==> config.mk <==
export PLATFORM = sky130hd
export DESIGN_NAME = sort_stage_ctrl
export DESIGN_NICKNAME = d
export VERILOG_FILES = /design/src/rtl/sort_stage_ctrl.sv
export SDC_FILE = /design/constraint.sdc
export NUM_CORES = 1
export LEC_CHECK = 0
export ABC_AREA = 0
export CORE_MARGIN = 3
export CORE_UTILIZATION = 37
export CTS_CLUSTER_SIZE = 40
export DETAILED_ROUTE_END_ITERATION = 8
export PLACE_DENSITY = 0.75
export SYNTH_ARGS = -nofsm -noshare
export SYNTH_HDL_FRONTEND = slang
export SYNTH_SLANG_ARGS = --single-unit
==> constraint.sdc <==
create_clock -name i_clk -period 1.9 [get_ports i_clk]
set_input_delay 0.38 -clock i_clk [delete_from_list [all_inputs] [get_ports i_clk]]
set_output_delay 0.38 -clock i_clk [all_outputs]
set_load 0.02 [all_outputs]
==> src/rtl/sort_stage_ctrl.sv <==
// rtl/sort_stage_ctrl.sv - sort_pkg, combinational sort_stage and its iteration controller sort_stage_ctrl
//
// sort_pkg        : default vector geometry (M words of N bits).
// sort_stage      : combinational min-extraction stage.
//   i_chi  in  [M][N] vector under sort
//   o_chi  out [M][N] i_chi with the extracted minimum replaced by all-ones
//   o_y_q  out N      minimum word of i_chi
// sort_stage_ctrl : loads one vector, iterates it through sort_stage M times
//                   and streams the extracted minima out in ascending order.
//   i_clk, i_rst_n        clock, asynchronous active-low reset
//   i_chi, i_valid        input vector and its valid
//   o_ready               input ready (IDLE only)
//   o_stage_chi           working register, drives sort_stage.i_chi
//   i_stage_chi           sort_stage.o_chi
//   i_stage_y_q           sort_stage.o_y_q
//   o_y, o_y_valid        registered output word stream
//   o_y_last              marks the M-th word of a vector
//   i_y_ready             downstream ready
//   o_busy                high in RUN or DRAIN

package sort_pkg;
  localparam int M = 4;
  localparam int N = 8;
endpackage


module sort_stage_ctrl #(
  parameter int M = sort_pkg::M,
  parameter int N = sort_pkg::N
) (
  input  logic                i_clk,
  input  logic                i_rst_n,
  input  logic [M-1:0][N-1:0] i_chi,
  input  logic                i_valid,
  output logic                o_ready,
  output logic [M-1:0][N-1:0] o_stage_chi,
  input  logic [M-1:0][N-1:0] i_stage_chi,
  input  logic [N-1:0]        i_stage_y_q,
  output logic [N-1:0]        o_y,
  output logic                o_y_valid,
  output logic                o_y_last,
  input  logic                i_y_ready,
  output logic                o_busy
);

  localparam int CW = $clog2(M + 1);

  typedef enum logic [1:0] {
    IDLE  = 2'd0,
    RUN   = 2'd1,
    DRAIN = 2'd2
  } state_t;

  state_t               state, state_nxt;
  logic [CW-1:0]        cnt, cnt_nxt;
  logic [M-1:0][N-1:0]  work_nxt;
  logic [N-1:0]         y_nxt;
  logic                 y_valid_nxt;
  logic                 y_last_nxt;
  logic                 fire;
  logic                 final_pass;

  // A new word may be produced when the output slot is empty or being drained.
  assign fire       = !o_y_valid || i_y_ready;
  assign final_pass = (cnt == CW'(M - 1));

  assign o_ready = (state == IDLE);
  assign o_busy  = (state != IDLE);

  always_ff @(posedge i_clk or negedge i_rst_n) begin
    if (!i_rst_n) begin
      state       <= IDLE;
      cnt         <= '0;
      o_stage_chi <= '0;
      o_y         <= '0;
      o_y_valid   <= 1'b0;
      o_y_last    <= 1'b0;
    end else begin
      state       <= state_nxt;
      cnt         <= cnt_nxt;
      o_stage_chi <= work_nxt;
      o_y         <= y_nxt;
      o_y_valid   <= y_valid_nxt;
      o_y_last    <= y_last_nxt;
    end
  end

  always_comb begin
    state_nxt   = state;
    cnt_nxt     = cnt;
    work_nxt    = o_stage_chi;
    y_nxt       = o_y;
    y_valid_nxt = o_y_valid;
    y_last_nxt  = o_y_last;

    case (state)
      IDLE: begin
        if (i_valid) begin
          work_nxt  = i_chi;
          cnt_nxt   = '0;
          state_nxt = RUN;
        end
      end

      RUN: begin
        if (fire) begin
          y_nxt       = i_stage_y_q;
          y_valid_nxt = 1'b1;
          y_last_nxt  = final_pass;
          work_nxt    = i_stage_chi;
          cnt_nxt     = cnt + CW'(1);
          if (final_pass) begin
            state_nxt = DRAIN;
          end
        end
      end

      DRAIN: begin
        // Only the flagged last word is left; wait for it to be taken.
        if (i_y_ready && o_y_valid) begin
          y_valid_nxt = 1'b0;
          y_last_nxt  = 1'b0;
          state_nxt   = IDLE;
        end
      end

      default: begin
        state_nxt = IDLE;
      end
    endcase
  end

endmodule
# Word level (Yosys, flattened, before mapping)
# Index checks and enable logic that the tools add are counted.
# Widths: inputs -> output; s select.
# classes
add_sub_neg	1
eq_ne	7
muxes	16
n_reduce_logical	11
# ops
operator	count
$mux 32	2
$pmux 32 s2	1
$mux 2	4
$ne 2x2->1 const B	4
$mux 3	2
$pmux 2 s3	1
$pmux 3 s2	1
$reduce_and 3->1	2
$reduce_bool 2->1	3
$pmux 1 s2	2
$reduce_and 4->1	1
$add 3x1->3 const B	1
$eq 3x2->1 const B	1
$mux 1	3
$eq 2x1->1 const B	1
$eq 2x2->1 const B	1
$logic_not 2->1	1
$reduce_and 2->1	1
$logic_and 1x1->1	1
$logic_not 1->1	1
$logic_or 1x1->1	1
# totals
register_bits	47
inputBits	76
output_inout_bits	44

# Logic depth before layout (Yosys ltp)
# Gate-level depths: netlist (run 1).
# logic_depth
word_depth	4
ltp_mapped	6
mapped_depth_nobuf	4

# Least setup slack after synthesis (run 1)
# No wires, ideal clock.
# synth_path
kind	register to register
from	register o_y_valid
to	register o_stage_chi[15] (netlist name)
arrival_time_ps	1518
t_required_ps	1775
path_slack_ps	257
path_stages_with_launch	5
n_path_buf	1
period_less_slack_ps	1643
cell_sequence	dfrtp_1 > and2b_1 > a21oi_4 > buf_6 > mux2_4
# synth_between
elab_chain_cells	4
# synth_rtl
element	line_no	text
start: declaration	40	output logic o_y_valid,
start signal: assignment	83	o_y_valid <= y_valid_nxt;
$logic_not 1->1	64	assign fire = !o_y_valid || i_y_ready;
$logic_or 1x1->1	64	
$ne 2x2->1 (no line)	-	
$reduce_and 3->1 (no line)	-	
end signal: assignment	81	o_stage_chi <= work_nxt;
end: declaration	36	output logic [M-1:0][N-1:0] o_stage_chi,
# No other way between the ends.
# A chain may end at the register's enable or synchronous reset.

# Worst setup path after layout (run 1)
# layout_path
from	register o_y_valid
to	output o_y_valid
# No word-level cell between the ends.

==> metrics.yaml, run 1 <==
die_area_sq_um: 7800
power_density_nw_per_um2: 1590
cp.arrival_ns: 1.37
cts_sinks: 47
first_global_vias: 1860
rows: 29
vias: 1700
syn_area_sq_um: 2510
cp_max_fo: 7
yosys-top-cells-area: "dfrtp_1 (47%), mux2_4 (35%), mux2_2 (6.3%)"
period_share_pct: 92.0
core_sq_um: 6460
clock_path_buffers: 2
synth-warning-count: 0
drtIter0Drc: 54
ys_ff_latch: 47
track_usage_pct: 14.0
cts_made_buffers: 5
post_cts_buffers: 0
maxCapViolCount: 0
die_h_um: 88.3
antenna_found_initial: 0
slowest_delay_ns: 0.64
pre_cts_slack_ns: -0.163
synthToLayoutAreaGrowth_pct: 55.5
ir_drop_uv: 807
htree_levels: 2
fin_nets: 362
slew_headroom_pct: 64.5
finalClockSkew_ns: 0.0115
place_area_sq_um: 3820
yosys_most_used_dff: "dfrtp_1"
yosys.area_share.simple_pct: 2.94
synthArstFlopShare_pct: 100
n_antenna_cell: 0
cellLeakagePower_nw: 1.78
layout_common_cells: "clkdlybuf4s50_1 (116), mux2_4 (58), dfrtp_1 (47)"
worst_setup_path_start_kind: "register"
clock_latency_ns: 0.29
fp.dieW_um: 88.3
yosys.area.top_type: "dfrtp_1"
start_util_pct: 38.8
drv_slew: 0
status: "finished clean"
synth_top_cell_area_share_pct: 46.9
antenna_left: 0
drt-vias-per-instance: 4.70
syn_inst: 158
layout_setup_ws_ns: 0.152
gp_congestion: 0.839
setup_viol: 0
fmax_mhz: 572
cts_tree: "done"
drive_gt1_share_pct: 33.0
path_clk_slew_ns: 0.09
synthAdderAreaFrac_pct: 0.998
worst_slew_pin_slew_ns: 0.533
timing.hold.ws_ns: 0.0571
ys_seq_area_share_pct: 46.9
path_buf_inv: 1
syn_avg_cell_area_sq_um: 15.9
crit_path_top_delay_cell: "clkdlybuf4s50_1"
syn_nets: 236
rsz0062_at_grt: "no"
tns_ns: 0
synth_mux_area_share_pct: 41.4
clockRootBuffer: "clkbuf_8"
drc_errors: 0
grt_pass1_wl_mm: 8.54
wl_mm: 5.30
hold_path_class: "in2async"
hold_viol: 0
synth_edf_count: 0
ioPinCount: 120
first_pass_iters: 3
period_needed_ns: 1.75
end_kind: "output port"
ys_types: 26
mostFrequentLayoutCell: "clkdlybuf4s50_1"
synth_compound_area_share_pct: 3.19
dpl.hpwl_mm: 4.23
post_drt_wl_per_cell_um: 14.6
grt_max_degree: 26
synth_xor_area_share_pct: 0
crit_chain: "clkdlybuf4s50_1"
synth_top_family_by_area: "multiplexers"
critPathRequiredTime_ns: 1.52
critPathTopFamily: "buffers and inverters"
grt-ovfl-total: 0
path_class: "reg2out"
port_buffers: 119
stdcell_area_sq_um: 3900
==> metal layers <==
layer	share of wire [%]	track usage (%)
met5	0	0
met4	0.36	3.30
met3	8.5	4.47
met2	49	23.0
met1	42	18.0
==> cell usage after synthesis, drive strengths merged, types with 2 or more instances <==
master,number
ha,2
buf,10
inv,4
nand2,4
mux2,72
dfrtp,47
a21oi,3
==> registers in the layout, summed over array words and instances (netlist names) <==
| register | cells |
|---|---|
| cnt | 3 |
| o_stage_chi | 32 |
| o_y | 8 |
| o_y_last | 1 |
| o_y_valid | 1 |
| state | 2 |
==> logic make-up after synthesis <==
family	after synthesis
AND/OR/NAND/NOR	12
multiplexers	73
flip-flops	47
adder cells (fa/ha/maj)	2
AO/OA/AOI/OAI	10
buffers and inverters	14
==> per-stage QoR <==
| step | util (%) | total power (W) | instances |
|---|---|---|---|
| floorplan | - | 0.00430 | 158 |
| detailed placement | 59.1 | 0.00570 | 354 |
| global route | 60.4 | 0.00660 | 362 |
| CTS | 60.4 | 0.00630 | 362 |
| global placement | 59.1 | 0.00565 | 354 |
| finish | 60.4 | 0.00621 | 362 |
==> path summary, 6_finish.rpt <==
check | slack, ns | startpoint | cells past startpoint | end
min in group i_clk | 0.51 | cnt[0] | 1 | cnt[0]
worst max register to register | 0.20 | state[0] | 5 | o_stage_chi[2]
worst min register to register | 0.51 | cnt[0] | 1 | cnt[0]
max in group asynchronous | 1.31 | i_rst_n | 2 | o_stage_chi[10]
worst min-delay path | 0.06 | i_rst_n | 1 | o_y_valid
worst max-delay path | 0.15 | o_y_valid | 1 | o_y_valid
==> repair_timing <==
item                       in CTS  in global routing
resized for setup               2                  0
hold buffers                    0                  0
setup endpoints to repair       2                  0
hold endpoints to repair        0                  0
==> cell type report <==
class                           count  area (sq um)
Clock buffer                        5          68.8
Clock inverter                      3          18.8
Fill cell                         548          2560
Inverter                            4          15.0
Multi-Input combinational cell     97          1220
Sequential cell                    47          1180
Tap cell                           77          96.3
Timing Repair Buffer              129          1310
==> worst reg2reg max path: stages (launching register included) <==
cell     delay (ns)
dfrtp_1        0.34
buf_4          0.16
nor2b_4        0.23
buf_4          0.24
mux2_2         0.36
mux2_2         0.27
==> report_power, final <==
part           switching (W)  internal (W)  total (W)
clock network       0.000329      0.000259   0.000588
registers           0.000260       0.00149    0.00175
logic                0.00158       0.00230    0.00388
total                0.00216       0.00405    0.00621
Power figures use the tool's default switching activity.
==> run 2, diff against run 1 <==
==> constraint.sdc (replaced) <==
create_clock -name i_clk -period 2.1 [get_ports i_clk]
set_input_delay 0.42 -clock i_clk [delete_from_list [all_inputs] [get_ports i_clk]]
set_output_delay 0.42 -clock i_clk [all_outputs]
set_load 0.02 [all_outputs]
==> metrics.yaml, run 2 (synthesized netlist as in run 1, its figures left out) <==
status: "finished clean"
clock_latency_ns: 0.30  # about the same
cp_max_fo: 2  # -5
wl_mm: 5.31  # +0.21%
reg2reg_to: "o_stage_chi[9]"
die_h_um: 88.3  # unchanged
first_pass_iters: 4  # +1
hold_viol: 0  # unchanged
dpl.hpwl_mm: 4.10  # -3.2%
track_usage_pct: 13.5  # -0.52 points
reg_top3: "o_stage_chi x32, o_y x8, cnt x3"
slowest_delay_ns: 0.54  # -0.10 ns
core_sq_um: 6460  # unchanged
path_class: "reg2out"
grt_max_degree: 25  # -3.8%
antenna_left: 0  # unchanged
maxCapViolCount: 0  # unchanged
reg2reg_depth: 5  # unchanged
grt_pass1_wl_mm: 8.18  # -4.2%
finalClockSkew_ns: 0.0125  # +0.00108 ns
ir_drop_uv: 687  # -15%
period_needed_ns: 1.93
drive_gt1_share_pct: 32.7  # -0.24 points
cellLeakagePower_nw: 1.78  # about the same
synthToLayoutAreaGrowth_pct: 55.3
power.internal_w: 0.00366  # -9.7%
mostFrequentLayoutCell: "clkdlybuf4s50_1"
r2r_slack_ns: 0.33  # +0.13 ns
p_total_w: 0.00564  # -9.3%
end_kind: "output port"
drv_slew: 0  # unchanged
antenna_found_initial: 0  # unchanged
cts_made_buffers: 5  # unchanged
setup_viol: 0  # unchanged
largest_reg_flops: 32  # unchanged
wl_met3_um: 469  # +4.5%
wl_met1_mm: 2.23  # -0.18%
worst_setup_path_start_kind: "register"
n_antenna_cell: 0  # unchanged
slew_headroom_pct: 63.5  # -1.0 points
critPathRequiredTime_ns: 1.68  # +0.16 ns
drt-vias-per-instance: 4.70  # +0.16%
clkPwrFrac_pct: 10.2  # +0.7 points
clockRootBuffer: "clkbuf_8"
cts_sinks: 47  # unchanged
vias: 1698  # -0.12%
cp.arrival_ns: 1.51  # +0.14 ns
gp_congestion: 0.816  # -2.8%
top_register: "o_stage_chi"
drc_errors: 0  # unchanged
rows: 29  # unchanged
cts_resized: 0  # -2
clock_path_buffers: 2  # unchanged
htree_levels: 2  # unchanged
fillers: 533  # -2.7%
worst_slew_pin_slew_ns: 0.548  # +0.0155 ns
rsz0062_at_grt: "no"
routed.top_layer: "met4"
seq_power_share_pct: 28.0  # about the same
fin_nets: 361  # -0.28%
ioPinCount: 120  # unchanged
layout_common_cells: "clkdlybuf4s50_1 (117), mux2_4 (58), dfrtp_1 (47)"
power_frac_comb_pct: 61.8  # -0.6 points
hold_path_class: "in2async"
p_sw_share_pct: 35.1  # +0.28 points
r2r-start: "state[0]"
crit_path_top_delay_cell: "clkdlybuf4s50_1"
wl_met2_mm: 2.59  # -0.31%
port_buffers: 119  # unchanged
post_cts_buffers: 0  # unchanged
die_area_sq_um: 7800  # unchanged
power_density_nw_per_um2: 1450  # -9.1%
drtIter0Drc: 44  # -19%
crit_chain: "or2_2, clkdlybuf4s50_1"
holdBufCountCts: 0  # unchanged
fp.dieW_um: 88.3  # unchanged
period_share_pct: 91.9
start_util_pct: 38.8  # unchanged
cts_tree: "done"
grt-ovfl-total: 0  # unchanged
fin_util_pct: 60.3  # -0.097 points
fmax_mhz: 518
path_clk_slew_ns: 0.10  # about the same
first_global_vias: 1703  # -8.4%
power_switching_w: 0.00198  # -8.6%
post_drt_wl_per_cell_um: 14.7  # +0.49%
==> run 2: worst max-delay path, delay by kind of cell (launching register included) <==
kind	cells	cell delay (ns)
and+or+nand+nor	1	0.30
DFF	1	0.38
buffers and inverters	1	0.54
==> run 2: cell type report <==
cell class | instances | area [sq um] | area share (%)
inverter | 4 | 15.0 | 0.385
tap | 77 | 96.3 | 2.47
timing repair buffer | 128 | 1290 | 33.2
clock inverter | 3 | 27.5 | 0.707
sequential | 47 | 1180 | 30.2
clock buffer | 5 | 68.8 | 1.77
multi-input combinational | 97 | 1220 | 31.3
==> run 2: how the worst max path moves through the flow <==
stage / from / endpoint / slack [ns]
2_1_floorplan: o_y_valid / o_stage_chi[15] / 0.46
3_3_place_gp: i_y_ready / o_stage_chi[2] / 0.03
3_5_place_dp: i_y_ready / o_stage_chi[2] / -0.007
4_1_cts: state[0] / o_ready / 0.02
5_1_grt: state[0] / o_busy / 0.10
6_report: state[0] / o_busy / 0.17
==> run 2: power by group through the flow <==
stage	registers [W]	clock network, W	logic [W]
finish	0.00158	0.000575	0.00349
detailed placement	0.00159	0	0.00353
global route	0.00164	0.000652	0.00369
floorplan	0.00207	0	0.00182
CTS	0.00158	0.000602	0.00354
global placement	0.00159	0	0.00349
==> run 2: metal layers <==
metal	track usage, %	up-vias
met5	0	-
met4	3.71	0
met3	4.66	2
met2	21.4	74
met1	17.5	811
li1	-	811
==> run 2: through the flow <==
step / TNS, ns / area (sq um) / setup slack (ns) / hold slack (ns) / cells
4_1_cts: 0 / 3890 / 0.0224 / 0.102 / 361
3_5_place_dp: -0.0149 / 3800 / -0.00682 / 0.445 / 353
3_3_place_gp: 0 / 3800 / 0.0261 / 0.446 / 353
2_1_floorplan: 0 / 2510 / 0.457 / 0.124 / 158
5_1_grt: 0 / 3890 / 0.105 / 0.118 / 361
6_report: 0 / 3890 / 0.169 / 0.0926 / 361
==> run 3, diff against run 2 <==
--- a/config.mk
+++ b/config.mk
@@ -11,6 +11,7 @@
 export CTS_CLUSTER_SIZE = 40
 export DETAILED_ROUTE_END_ITERATION = 8
 export PLACE_DENSITY = 0.75
+export SKIP_LAST_GASP = 1
 export SYNTH_ARGS = -nofsm -noshare
 export SYNTH_HDL_FRONTEND = slang
 export SYNTH_SLANG_ARGS = --single-unit
==> results of run 3 <==
Same layout as run 2: the final DEF is identical, and so are final timing and power.
